$ cat src/rtl/fifo_pkg.sv
// Shared async-FIFO definitions: default depth and Gray/binary conversion helpers,
// used by both the write-side and read-side pointer handlers.
package fifo_pkg;

    localparam int FIFO_PTR_WIDTH = 4;
    localparam int FIFO_DEPTH     = 2 ** FIFO_PTR_WIDTH;

    // Operate on a 32-bit container; callers zero-extend and truncate to their pointer width.
    function automatic logic [31:0] bin2gray(input logic [31:0] b);
        return b ^ (b >> 1);
    endfunction

    function automatic logic [31:0] gray2bin(input logic [31:0] g);
        logic [31:0] b;
        b[31] = g[31];
        for (int i = 30; i >= 0; i--) begin
            b[i] = b[i + 1] ^ g[i];
        end
        return b;
    endfunction

endpackage

$ cat src/rtl/ff_sync.sv
// Multi-flop synchronizer for a Gray-coded bus crossing into the i_clk domain.
// Only one bit changes per source update, so per-bit resolution is safe.
module ff_sync #(
    parameter int WIDTH  = 5,
    parameter int STAGES = 2
) (
    input  logic             i_clk,
    input  logic             i_rstn,
    input  logic [WIDTH-1:0] i_d,
    output logic [WIDTH-1:0] o_q
);

    logic [WIDTH-1:0] sync_q [STAGES];
    logic [WIDTH-1:0] sync_d [STAGES];

    always_comb begin
        sync_d[0] = i_d;
        for (int i = 1; i < STAGES; i++) begin
            sync_d[i] = sync_q[i - 1];
        end
    end

    always_ff @(posedge i_clk) begin
        if (!i_rstn) begin
            for (int i = 0; i < STAGES; i++) begin
                sync_q[i] <= '0;
            end
        end else begin
            for (int i = 0; i < STAGES; i++) begin
                sync_q[i] <= sync_d[i];
            end
        end
    end

    assign o_q = sync_q[STAGES - 1];

endmodule

$ cat src/rtl/wr_ptr_handler.sv
// Write-domain pointer and flag logic of the async FIFO: accepts writes, drives the memory
// address/strobe, exports the Gray write pointer and derives full/almost-full/level/overflow.
module wr_ptr_handler
    import fifo_pkg::*;
#(
    parameter int PTR_WIDTH   = FIFO_PTR_WIDTH,
    parameter int SYNC_STAGES = 2,
    parameter int AF_THRESH   = (2 ** PTR_WIDTH) - 2
) (
    input  logic                 i_clk,
    input  logic                 i_rstn,
    input  logic                 i_en,
    input  logic [PTR_WIDTH:0]   i_g_rd_ptr,
    output logic [PTR_WIDTH-1:0] o_b_wr_ptr,
    output logic                 o_mem_wr,
    output logic [PTR_WIDTH:0]   o_g_wr_ptr,
    output logic                 o_full,
    output logic                 o_almost_full,
    output logic [PTR_WIDTH:0]   o_level,
    output logic                 o_overflow
);

    localparam int PW1 = PTR_WIDTH + 1;

    logic [PTR_WIDTH:0] b_wr_q, b_wr_d;
    logic [PTR_WIDTH:0] g_wr_q, g_wr_d;
    logic [PTR_WIDTH:0] level_q, level_d;
    logic [PTR_WIDTH:0] g_rd_s;
    logic [PTR_WIDTH:0] rd_bin;
    logic               full_q, full_d;
    logic               af_q, af_d;
    logic               ovf_q, ovf_d;
    logic               accept;

    ff_sync #(
        .WIDTH  (PW1),
        .STAGES (SYNC_STAGES)
    ) u_rd_sync (
        .i_clk  (i_clk),
        .i_rstn (i_rstn),
        .i_d    (i_g_rd_ptr),
        .o_q    (g_rd_s)
    );

    always_comb begin
        // Reset gates the strobe so no memory write escapes while pointers are being cleared.
        accept  = i_rstn & i_en & ~full_q;
        b_wr_d  = b_wr_q + PW1'(accept);
        g_wr_d  = PW1'(bin2gray(32'(b_wr_d)));
        rd_bin  = PW1'(gray2bin(32'(g_rd_s)));
        // Full when the write pointer has lapped the read pointer by exactly one depth.
        full_d  = (g_wr_d == {~g_rd_s[PTR_WIDTH:PTR_WIDTH-1], g_rd_s[PTR_WIDTH-2:0]});
        level_d = b_wr_d - rd_bin;
        af_d    = ({{(32 - PW1){1'b0}}, level_d} >= 32'(AF_THRESH));
        ovf_d   = ovf_q | (i_en & full_q);
    end

    always_ff @(posedge i_clk) begin
        if (!i_rstn) begin
            b_wr_q  <= '0;
            g_wr_q  <= '0;
            level_q <= '0;
            full_q  <= 1'b0;
            af_q    <= 1'b0;
            ovf_q   <= 1'b0;
        end else begin
            b_wr_q  <= b_wr_d;
            g_wr_q  <= g_wr_d;
            level_q <= level_d;
            full_q  <= full_d;
            af_q    <= af_d;
            ovf_q   <= ovf_d;
        end
    end

    assign o_b_wr_ptr    = b_wr_q[PTR_WIDTH-1:0];
    assign o_mem_wr      = accept;
    assign o_g_wr_ptr    = g_wr_q;
    assign o_full        = full_q;
    assign o_almost_full = af_q;
    assign o_level       = level_q;
    assign o_overflow    = ovf_q;

endmodule

$ cat config.mk
export PLATFORM = sky130hd
export DESIGN_NAME = wr_ptr_handler
export DESIGN_NICKNAME = d
export VERILOG_FILES = /design/src/rtl/fifo_pkg.sv /design/src/rtl/ff_sync.sv /design/src/rtl/wr_ptr_handler.sv
export SDC_FILE = /design/constraint.sdc
export NUM_CORES = 1
export LEC_CHECK = 0
export BUFFER_PORTS_ARGS = -buffer_cell sky130_fd_sc_hd__buf_2
export CORE_ASPECT_RATIO = 1.75
export CORE_UTILIZATION = 30
export DETAILED_ROUTE_END_ITERATION = 12
export PLACE_DENSITY_LB_ADDON = 0.12
export RECOVER_POWER = 50
export SYNTH_ARGS = -nofsm -noshare
export SYNTH_HDL_FRONTEND = slang
export SYNTH_SLANG_ARGS = --single-unit
$ cat constraint.sdc
create_clock -name i_clk -period 2.5 [get_ports i_clk]
set_input_delay 0.25 -clock i_clk [delete_from_list [all_inputs] [get_ports i_clk]]
set_output_delay 0.25 -clock i_clk [all_outputs]
set_load 0.01 [all_outputs]
==> results of run 1 <==
[state kept, by name, indices dropped and copies added, names as in the netlist]
signal,cells
u_rd_sync.sync_q,10
b_wr_q,5
o_level,5
o_g_wr_ptr,4
o_almost_full,1
o_full,1
o_overflow,1
[how the worst max path moves through the flow]
stage	depth (start not counted)	to	slack, ps	start
2_1_floorplan	11	o_almost_full$_SDFF_PN0_	100	i_rstn
3_3_place_gp	11	o_almost_full$_SDFF_PN0_	140	u_rd_sync.sync_q[0][9]$_SDFF_PN0_
3_5_place_dp	11	o_almost_full$_SDFF_PN0_	50	u_rd_sync.sync_q[0][9]$_SDFF_PN0_
4_1_cts	11	o_almost_full$_SDFF_PN0_	30	u_rd_sync.sync_q[0][9]$_SDFF_PN0_
5_1_grt	11	o_almost_full$_SDFF_PN0_	-10	u_rd_sync.sync_q[0][8]$_SDFF_PN0_
6_report	11	o_almost_full$_SDFF_PN0_	140	u_rd_sync.sync_q[0][8]$_SDFF_PN0_
[cell type report]
class / instances / area, sq um / share of cell area, %
Inverter: 7 / 26.3 / 1.87
Tap cell: 46 / 57.6 / 4.10
Timing Repair Buffer: 31 / 151 / 10.8
Multi-Input combinational cell: 70 / 579 / 41.3
Clock buffer: 3 / 41.3 / 2.94
Clock inverter: 1 / 5.00 / 0.357
Sequential cell: 27 / 543 / 38.7
[metrics by stage]
| step | instance area [sq um] | power [mW] | util, % | cells | hold WS [ps] |
|---|---|---|---|---|---|
| 2_1_floorplan | 1130 | 0.601 | - | 106 | 372 |
| 5_1_grt | 1400 | 0.960 | 38.7 | 185 | 166 |
| 6_report | 1400 | 0.897 | 38.7 | 185 | 181 |
| 4_1_cts | 1380 | 0.906 | 38.0 | 182 | 173 |
| 3_5_place_dp | 1330 | 0.657 | 36.7 | 178 | 419 |
| 3_3_place_gp | 1330 | 0.652 | 36.7 | 178 | 416 |
[layer usage]
metal	routed length, um	up-vias	track usage (%)
met2	1150	17	20.5
met1	854	355	12.0
li1	-	396	-
met4	28	0	5.61
met5	0	-	0
met3	54	2	1.65
[where the power goes]
part	total (mW)	switching [mW]	internal (mW)
Combinational	0.178	0.0920	0.0863
Clock	0.244	0.132	0.111
Sequential	0.475	0.0123	0.463
[synthesized netlist by cell type (all sizes together)]
| cell type | instances |
|---|---|
| a211oi | 1 |
| a21o | 2 |
| a21oi | 4 |
| a32o | 1 |
| and2 | 16 |
| clkbuf | 2 |
| dfxtp | 27 |
| fa | 1 |
| ha | 7 |
| inv | 7 |
| mux2i | 1 |
| nand2 | 2 |
| nand2b | 1 |
| nand3 | 2 |
| nor2 | 11 |
| nor3b | 1 |
| o21ai | 1 |
| xnor2 | 12 |
| xor2 | 7 |
[what timing repair did]
| action | CTS | global route |
|---|---|---|
| resized for setup | 0 | 6 |
| buffers inserted | 0 | 3 |
| hold buffers | 0 | 0 |
| endpoints found under the setup margin | 0 | 2 |
[kinds of logic (layout without fill, tap and decap cells)]
| kind of cell | after synthesis | after routing | synth area share [%] |
|---|---|---|---|
| AO/OA/AOI/OAI | 9 | 9 | 5.08 |
| adder cells (fa/ha/maj) | 8 | 8 | 9.49 |
| XOR/XNOR | 19 | 19 | 18.7 |
| flip-flops | 27 | 27 | 47.7 |
| multiplexers | 1 | 1 | 0.883 |
| buffers and inverters | 9 | 42 | 2.98 |
| AND/OR/NAND/NOR | 33 | 33 | 15.2 |
==> results.sh, run 1 <==
export IMPL_cp_start_kind="flip-flop"
export IMPL_hold_depth=2
export IMPL_fin_crit_sh_pct=94.5
export IMPL_cts_tree="yes"
export IMPL_layout_nets=156
export IMPL_crit_arrival_ps=2530
export IMPL_pwr_density_cell_nw_per_um2=639
export IMPL_fmax_mhz=423
export IMPL_synth_distinct_cells=21
export IMPL_h_tree_depth=1
export IMPL_root_buffer="clkbuf_8"
export IMPL_cpPeakStageDelay_ps=370
export IMPL_grt_pass1_wl_mm=3.46
export IMPL_pre_cts_slack_ps=46.0
export IMPL_cp_slowest_cell="dfxtp_2"
export IMPL_gr_total_overflow=0
export IMPL_mostFrequentLayoutCell="dfxtp_1"
export IMPL_setup_viol=0
export IMPL_initial_core_util_pct=31.2
export IMPL_period_minus_slack_ps=2360
export IMPL_dr_pass1_iters=2
export IMPL_ios=26
export IMPL_r2r_end="o_almost_full$_SDFF_PN0_"
export IMPL_crit_buf_inv=1
export IMPL_globalplace_congestion=0.686
export IMPL_cts_buffer_depth=2
export IMPL_synth_top_area_share_pct=47.7
export IMPL_status="finished, final reports clean"
export IMPL_fin_worst_skew_ps=2.70
export IMPL_r2r_slack_ps=140
export IMPL_power_leakage_nw=0.623
export IMPL_ys_seq_area_share_pct=47.7
export IMPL_port_buffers=25
export IMPL_die_y_um=83.3
export IMPL_fillers=400
export IMPL_min_delay_start="i_g_rd_ptr[1]"
export IMPL_hold_class="in2reg"
export IMPL_syn_area_per_cell_sq_um=10.7
export IMPL_vias_per_cell=4.16
export IMPL_antenna_cells=0
export IMPL_finalHoldViolations=0
export IMPL_ir_drop_v=0.000361
export IMPL_worstReg2RegStart="u_rd_sync.sync_q[0][8]$_SDFF_PN0_"
export IMPL_wl_per_cell_um=11.3
export IMPL_worstRegToRegCells=11
export IMPL_ant_nets=0
export IMPL_vias=770
export IMPL_layout_drive_gt1_share_pct=23.7
export IMPL_fin_setup_tns_ps=0
export IMPL_max_slew_margin_pct=62.3
export IMPL_synth_cells=106
export IMPL_numCtsBuffers=3
export IMPL_wirelength_mm=2.08
export IMPL_dp_hpwl_mm=1.60
export IMPL_rows=29
export IMPL_drv_slew=0
export IMPL_cap_violations=0
export IMPL_yosys_warnings=0
export IMPL_ys_ff_latch=27
export IMPL_cts_sinks=27
export IMPL_hold_path_end="u_rd_sync.sync_q[0][1]$_SDFF_PN0_"
export IMPL_synth_cell_area_sq_um=1130
export IMPL_core_area_sq_um=3630
export IMPL_syn_to_final_growth_pct=23.8
export IMPL_layout_common_cells="dfxtp_1 (25), and2_1 (13), buf_2 (13), clkbuf_1 (13), nor2_1 (11)"
export IMPL_grt_use_total_pct=11.1
export IMPL_critical_path_class="reg2reg"
export IMPL_cp_max_fo=3
export IMPL_required_ps=2670
export IMPL_crit_path_cell_trace="xnor2_4 > xor2_2 > xor2_2 > xnor2_1 > ha_2 > fa_2 > inv_1 > a21o_1 > a21oi_2 > xnor2_1 > a32o_1"
export IMPL_dieArea_sq_um=4040
export IMPL_grt_max_degree=18
export IMPL_die_w_um=48.5
export IMPL_clk_latency_ps=270
export IMPL_initialDrtViolationCount=4
export IMPL_synth_nets=122
export IMPL_worstMarginPinSlew_ps=566
export IMPL_drc=0
export IMPL_worst_path_dominant_cell_family="XOR/XNOR gates"
export IMPL_endpoint_kind="flip-flop"
export IMPL_yosys_top_cells_area="dfxtp_1 (48%), and2_1 (8.8%), ha_1 (7.7%), xnor2_1 (7.7%), xor2_2 (5.7%)"
export IMPL_clk_pin_slew_worst_paths_ps=90
export IMPL_setup_ws_ps=137
export IMPL_yosys_area_top_type="dfxtp_1"
export IMPL_grt_pass1_vias=800
export IMPL_antenna_found_initial=0
No activity file was read; power rests on OpenSTA's default activity.
==> run 2, diff against run 1 <==
--- a/config.mk
+++ b/config.mk
@@ -6,7 +6,7 @@
 export NUM_CORES = 1
 export LEC_CHECK = 0
 export BUFFER_PORTS_ARGS = -buffer_cell sky130_fd_sc_hd__buf_2
-export CORE_ASPECT_RATIO = 1.75
+export CORE_ASPECT_RATIO = 0.5
 export CORE_UTILIZATION = 30
 export DETAILED_ROUTE_END_ITERATION = 12
 export PLACE_DENSITY_LB_ADDON = 0.12
==> results.sh, run 2 (synthesis results as in run 1) <==
export IMPL_status="finished, final reports clean"
export IMPL_drv_slew=0
export IMPL_power_leakage_nw=0.626
export IMPL_endpoint_kind="flip-flop"
export IMPL_vias=751
export IMPL_grt_max_degree=18
export IMPL_layout_drive_gt1_share_pct=21.6
export IMPL_gr_usage_met2_pct=14.6
export IMPL_syn_to_final_growth_pct=22.8
export IMPL_wl_per_cell_um=10.6
export IMPL_dr_pass1_iters=4
export IMPL_globalplace_congestion=0.728
export IMPL_final_util_pct=39.5
export IMPL_cap_violations=0
export IMPL_fmax_mhz=416
export IMPL_initialDrtViolationCount=29
export IMPL_grt_pass1_vias=638
export IMPL_largest_reg_flops=10
export IMPL_cp_slowest_cell="fa_1"
export IMPL_fin_setup_tns_ps=0
export IMPL_required_ps=2670
export IMPL_numCtsBuffers=3
export IMPL_die_w_um=88.9
export IMPL_antenna_cells=0
export IMPL_cpPeakStageDelay_ps=400
export IMPL_period_minus_slack_ps=2400
export IMPL_port_buffers=25
export IMPL_cp_start_kind="flip-flop"
export IMPL_largest_register="u_rd_sync.sync_q"
export IMPL_ant_nets=0
export IMPL_cts_tree="yes"
export IMPL_max_slew_margin_pct=74.7
export IMPL_dieArea_sq_um=4040
export IMPL_rows=15
export IMPL_antenna_found_initial=0
export IMPL_gr_total_overflow=0
export IMPL_drc=0
export IMPL_layout_common_cells="dfxtp_1 (26), buf_2 (13), and2_1 (12), clkbuf_1 (12), nor2_1 (11)"
export IMPL_fillers=386
export IMPL_die_y_um=45.5
export IMPL_use_met1_pct=16.7
export IMPL_ios=26
export IMPL_cts_buffer_depth=2
export IMPL_finalHoldViolations=0
export IMPL_top_usage_layer="met1"
export IMPL_wirelength_mm=2.02
export IMPL_ir_drop_v=0.000194
export IMPL_h_tree_depth=1
export IMPL_pwr_density_cell_nw_per_um2=637
export IMPL_use_met3_pct=5.07
export IMPL_setup_viol=0
export IMPL_hold_class="in2reg"
export IMPL_critical_path_class="reg2reg"
export IMPL_crit_arrival_ps=2570
export IMPL_clk_pin_slew_worst_paths_ps=90
export IMPL_worstMarginPinSlew_ps=378
export IMPL_crit_path_cell_trace="xnor2_2 > xor2_2 > xor2_2 > xnor2_1 > ha_1 > fa_1 > inv_1 > a21o_1 > a21oi_1 > xnor2_1 > a32o_1"
export IMPL_mostFrequentLayoutCell="dfxtp_1"
export IMPL_vias_per_cell=3.95
export IMPL_layout_nets=156
export IMPL_grt_use_total_pct=11.2
export IMPL_cts_sinks=27
export IMPL_fin_crit_sh_pct=96.1
export IMPL_cp_max_fo=3
export IMPL_fin_worst_skew_ps=3.92
export IMPL_grt_pass1_wl_mm=3.18
export IMPL_core_area_sq_um=3530
export IMPL_initial_core_util_pct=32.1
export IMPL_clk_latency_ps=270
export IMPL_dp_hpwl_mm=1.58
export IMPL_root_buffer="clkbuf_8"
run 2: critical path: cells and delay by family, from the launching register on:
family,cells,cell delay (ps)
XOR/XNOR,5,890
AO/OA/AOI/OAI,3,380
adder cells (fa/ha/maj),2,600
flip-flops,1,350
buffers and inverters,1,70
run 2: cell type report:
class | instances | area, sq um | area share (%)
Clock buffer | 3 | 41.3 | 2.96
Timing Repair Buffer | 31 | 155 | 11.1
Sequential cell | 27 | 542 | 38.9
Clock inverter | 1 | 5.00 | 0.359
Multi-Input combinational cell | 70 | 559 | 40.2
Tap cell | 51 | 63.8 | 4.58
Inverter | 7 | 26.3 | 1.89
run 2: per-stage QoR:
step	instances	instance area (sq um)	setup WS [ps]	hold WS, ps	power, mW
finish	190	1390	97.3	181	0.887
global route	190	1390	-12.5	164	0.949
CTS	188	1390	80.0	172	0.904
detailed placement	184	1350	90.9	422	0.655
global placement	184	1350	149	419	0.654
floorplan	106	1130	101	372	0.601
run 2: worst paths after layout:
kind                                                        start                           endpoint  slack, ps  cells after the start
worst min register to register  u_rd_sync.sync_q[0][0]$_SDFF_PN0_  u_rd_sync.sync_q[0][5]$_SDFF_PN0_        440                      1
worst min-delay path                                i_g_rd_ptr[1]  u_rd_sync.sync_q[0][1]$_SDFF_PN0_        180                      2
worst max-delay path            u_rd_sync.sync_q[0][8]$_SDFF_PN0_           o_almost_full$_SDFF_PN0_        100                     11
worst max register to register  u_rd_sync.sync_q[0][8]$_SDFF_PN0_           o_almost_full$_SDFF_PN0_        100                     11
run 2: where the power goes:
part	switching (mW)	total [mW]	internal, mW
Sequential	0.0123	0.475	0.463
Combinational	0.0872	0.169	0.0814
Clock	0.132	0.243	0.112
Total	0.231	0.887	0.656
run 2: repair_timing:
action | 4_1_cts | 5_1_grt
buffers inserted | 0 | 2
endpoints found under the hold margin | 0 | 0
resized for setup | 0 | 1
endpoints found under the setup margin | 0 | 1
hold buffers | 0 | 0
run 2: per-layer routing:
metal,part of all wire [%],wire length [um],vias to the layer above
met5,0,0,-
met4,0.50,10,0
met3,6.0,120,2
met2,35,700,21
met1,59,1180,332
li1,-,-,396
==> run 3, diff against run 2 <==
--- a/config.mk
+++ b/config.mk
@@ -5,6 +5,7 @@
 export SDC_FILE = /design/constraint.sdc
 export NUM_CORES = 1
 export LEC_CHECK = 0
+export ABC_AREA = 1
 export BUFFER_PORTS_ARGS = -buffer_cell sky130_fd_sc_hd__buf_2
 export CORE_ASPECT_RATIO = 0.5
 export CORE_UTILIZATION = 30
==> results.sh, run 3 <==
export IMPL_status="finished, final reports clean"
export IMPL_port_buffers=25
export IMPL_synth_cells=173
export IMPL_clk_latency_ps=270
export IMPL_core_area_sq_um=4000
export IMPL_worstRegToRegCells=12
export IMPL_clk_pin_slew_worst_paths_ps=90
export IMPL_setup_viol=0
export IMPL_power_leakage_nw=0.778
export IMPL_cts_buffer_depth=2
export IMPL_numCtsBuffers=3
export IMPL_rsz0062_at_grt="no"
export IMPL_power_mw=0.870
export IMPL_cp_max_fo=3
export IMPL_synth_edf_count=0
export IMPL_cts_hold_buf=0
export IMPL_yosys_warnings=0
export IMPL_grt_pass1_vias=823
export IMPL_grt_use_total_pct=12.1
export IMPL_ir_drop_v=0.000210
export IMPL_dieArea_sq_um=4560
export IMPL_synth_distinct_cells=22
export IMPL_synth_nets=189
export IMPL_h_tree_depth=1
export IMPL_wl_per_cell_um=9.73
export IMPL_async_flop_share_pct=0
export IMPL_finalHoldViolations=0
export IMPL_rows=16
export IMPL_switchingPower_mw=0.239
export IMPL_root_buffer="clkbuf_8"
export IMPL_p_sw_share_pct=27.5
export IMPL_p_int_mw=0.631
export IMPL_max_slew_margin_pct=48.9
export IMPL_post_synth_top_count_cell="nand2_1"
export IMPL_multi_input_area_sq_um=631
export IMPL_wirelength_mm=2.48
export IMPL_syn_area_per_cell_sq_um=7.41
export IMPL_synth_top_area_share_pct=42.1
export IMPL_layout_drive_gt1_share_pct=16.9
export IMPL_pwr_density_cell_nw_per_um2=576
export IMPL_vias_per_cell=4.24
export IMPL_drc=0
export IMPL_dr_pass1_iters=5
export IMPL_syn_to_final_growth_pct=17.8
export IMPL_period_minus_slack_ps=2240
export IMPL_mostFrequentLayoutCell="nand2_1"
export IMPL_initialDrtViolationCount=44
export IMPL_largest_register="u_rd_sync.sync_q"
export IMPL_required_ps=2670
export IMPL_pwr_share_comb_pct=16.8
export IMPL_hold_class="in2reg"
export IMPL_gr_total_overflow=0
export IMPL_clockPowerShare_pct=28.9
export IMPL_fin_crit_sh_pct=89.4
export IMPL_endpoint_kind="flip-flop"
export IMPL_placed_cell_area_sq_um=1480
export IMPL_antenna_found_initial=0
export IMPL_grt_pass1_wl_mm=3.99
export IMPL_fin_setup_tns_ps=0
export IMPL_cap_violations=0
export IMPL_globalplace_congestion=0.804
export IMPL_grt_max_degree=17
export IMPL_ios=26
export IMPL_synth_common_cells="nand2_1 (42), inv_1 (28), dfxtp_1 (27)"
export IMPL_drv_slew=0
export IMPL_layout_common_cells="nand2_1 (42), inv_1 (28), dfxtp_1 (27)"
export IMPL_final_util_pct=37.7
export IMPL_regArea_sq_um=541
export IMPL_layout_nets=218
export IMPL_fin_worst_skew_ps=4.14
export IMPL_stdcell_area_sq_um=1510
export IMPL_yosys_top_cells_area="dfxtp_1 (42%), nand2_1 (12%), inv_1 (8.2%), nand3_1 (7.8%), ha_1 (6.8%)"
export IMPL_cts_tree="yes"
export IMPL_vias=1081
export IMPL_crit_arrival_ps=2410
export IMPL_cp_start_kind="flip-flop"
export IMPL_ys_seq_area_share_pct=42.1
export IMPL_dp_hpwl_mm=1.94
export IMPL_cts_setup_buffers=0
export IMPL_yosys_area_top_type="dfxtp_1"
export IMPL_ant_nets=0
export IMPL_synth_ff_type="dfxtp_1"
export IMPL_worstMarginPinSlew_ps=767
export IMPL_pwr_share_seq_pct=54.2
export IMPL_fillers=463
export IMPL_cts_sinks=27
export IMPL_synth_cell_area_sq_um=1280
export IMPL_ys_ff_latch=27
export IMPL_die_w_um=94.5
export IMPL_hold_depth=3
export IMPL_die_y_um=48.2
export IMPL_fmax_mhz=447
export IMPL_initial_core_util_pct=32.0
export IMPL_largest_reg_flops=10
export IMPL_antenna_cells=0
export IMPL_critical_path_class="reg2reg"
run 3: cell types whose count changed after synthesis, sizes merged, moves of 2 or more:
cell	delta
a21o	-2
and2	-15
inv	+22
nand2	+51
nand3	+18
nand3b	+2
nand4	+2
nor2	+6
o21ai	+2
xnor2	-11
xor2	-5
run 3: final cells by class:
cell class | count | share of cell area [%]
sequential | 27 | 35.8
timing repair buffer | 26 | 7.54
inverter | 29 | 7.21
tap | 54 | 4.47
multi-input combinational | 115 | 41.8
clock inverter | 1 | 0.497
clock buffer | 3 | 2.73
run 3: worst paths after layout:
kind                                                         from                                end  slack, ps
worst max register to register  u_rd_sync.sync_q[0][9]$_SDFF_PN0_           o_almost_full$_SDFF_PN0_        260
worst max-delay path            u_rd_sync.sync_q[0][9]$_SDFF_PN0_           o_almost_full$_SDFF_PN0_        260
worst min-delay path                                i_g_rd_ptr[0]  u_rd_sync.sync_q[0][0]$_SDFF_PN0_        150
worst min register to register  u_rd_sync.sync_q[0][3]$_SDFF_PN0_  u_rd_sync.sync_q[0][8]$_SDFF_PN0_        420
run 3: logic make-up after synthesis:
family	synth area share [%]
buf+inv	9.07
compound gates	3.12
fa+ha+maj	8.39
flops	42.1
simple gates	35.2
xor+xnor	2.05
run 3: power groups by stage:
stage          Sequential [mW]  Combinational [mW]  Clock, mW
2_1_floorplan            0.492              0.0940          0
3_3_place_gp             0.481               0.156          0
3_5_place_dp             0.481               0.153          0
4_1_cts                  0.471               0.154      0.265
5_1_grt                  0.477               0.171      0.291
6_report                 0.472               0.147      0.252
run 3: timing repair:
item | in CTS | in global routing
gates resized for setup | 0 | 2
endpoints found under the setup margin | 0 | 2
hold endpoints to repair | 0 | 0
run 3: worst max-delay path, cell delays in order, from the launching register on:
cell and delay, ps:
dfxtp_1 330, xnor2_1 260, nand2_1 170, nand3_1 140, nand3_1 80, nand2_1 60
inv_1 40, ha_1 190, fa_1 390, o21ai_0 230, nand2_1 80, nand2_1 80
o21ai_1 70
run 3: through the flow:
| stage | hold WS, ps | setup slack, ps | cells |
|---|---|---|---|
| final | 150 | 264 | 255 |
| after global routing | 137 | 16.9 | 255 |
| after CTS | 140 | 158 | 255 |
| after detailed placement | 403 | 154 | 251 |
| after global placement | 393 | 123 | 251 |
| after floorplan | 348 | 340 | 173 |
run 3: metal layers:
layer	global-route usage (%)	vias up	wire, um
met5	0	-	0
li1	-	591	-
met2	17.4	26	907
met3	4.21	2	145
met1	17.7	462	1420
met4	1.82	0	11
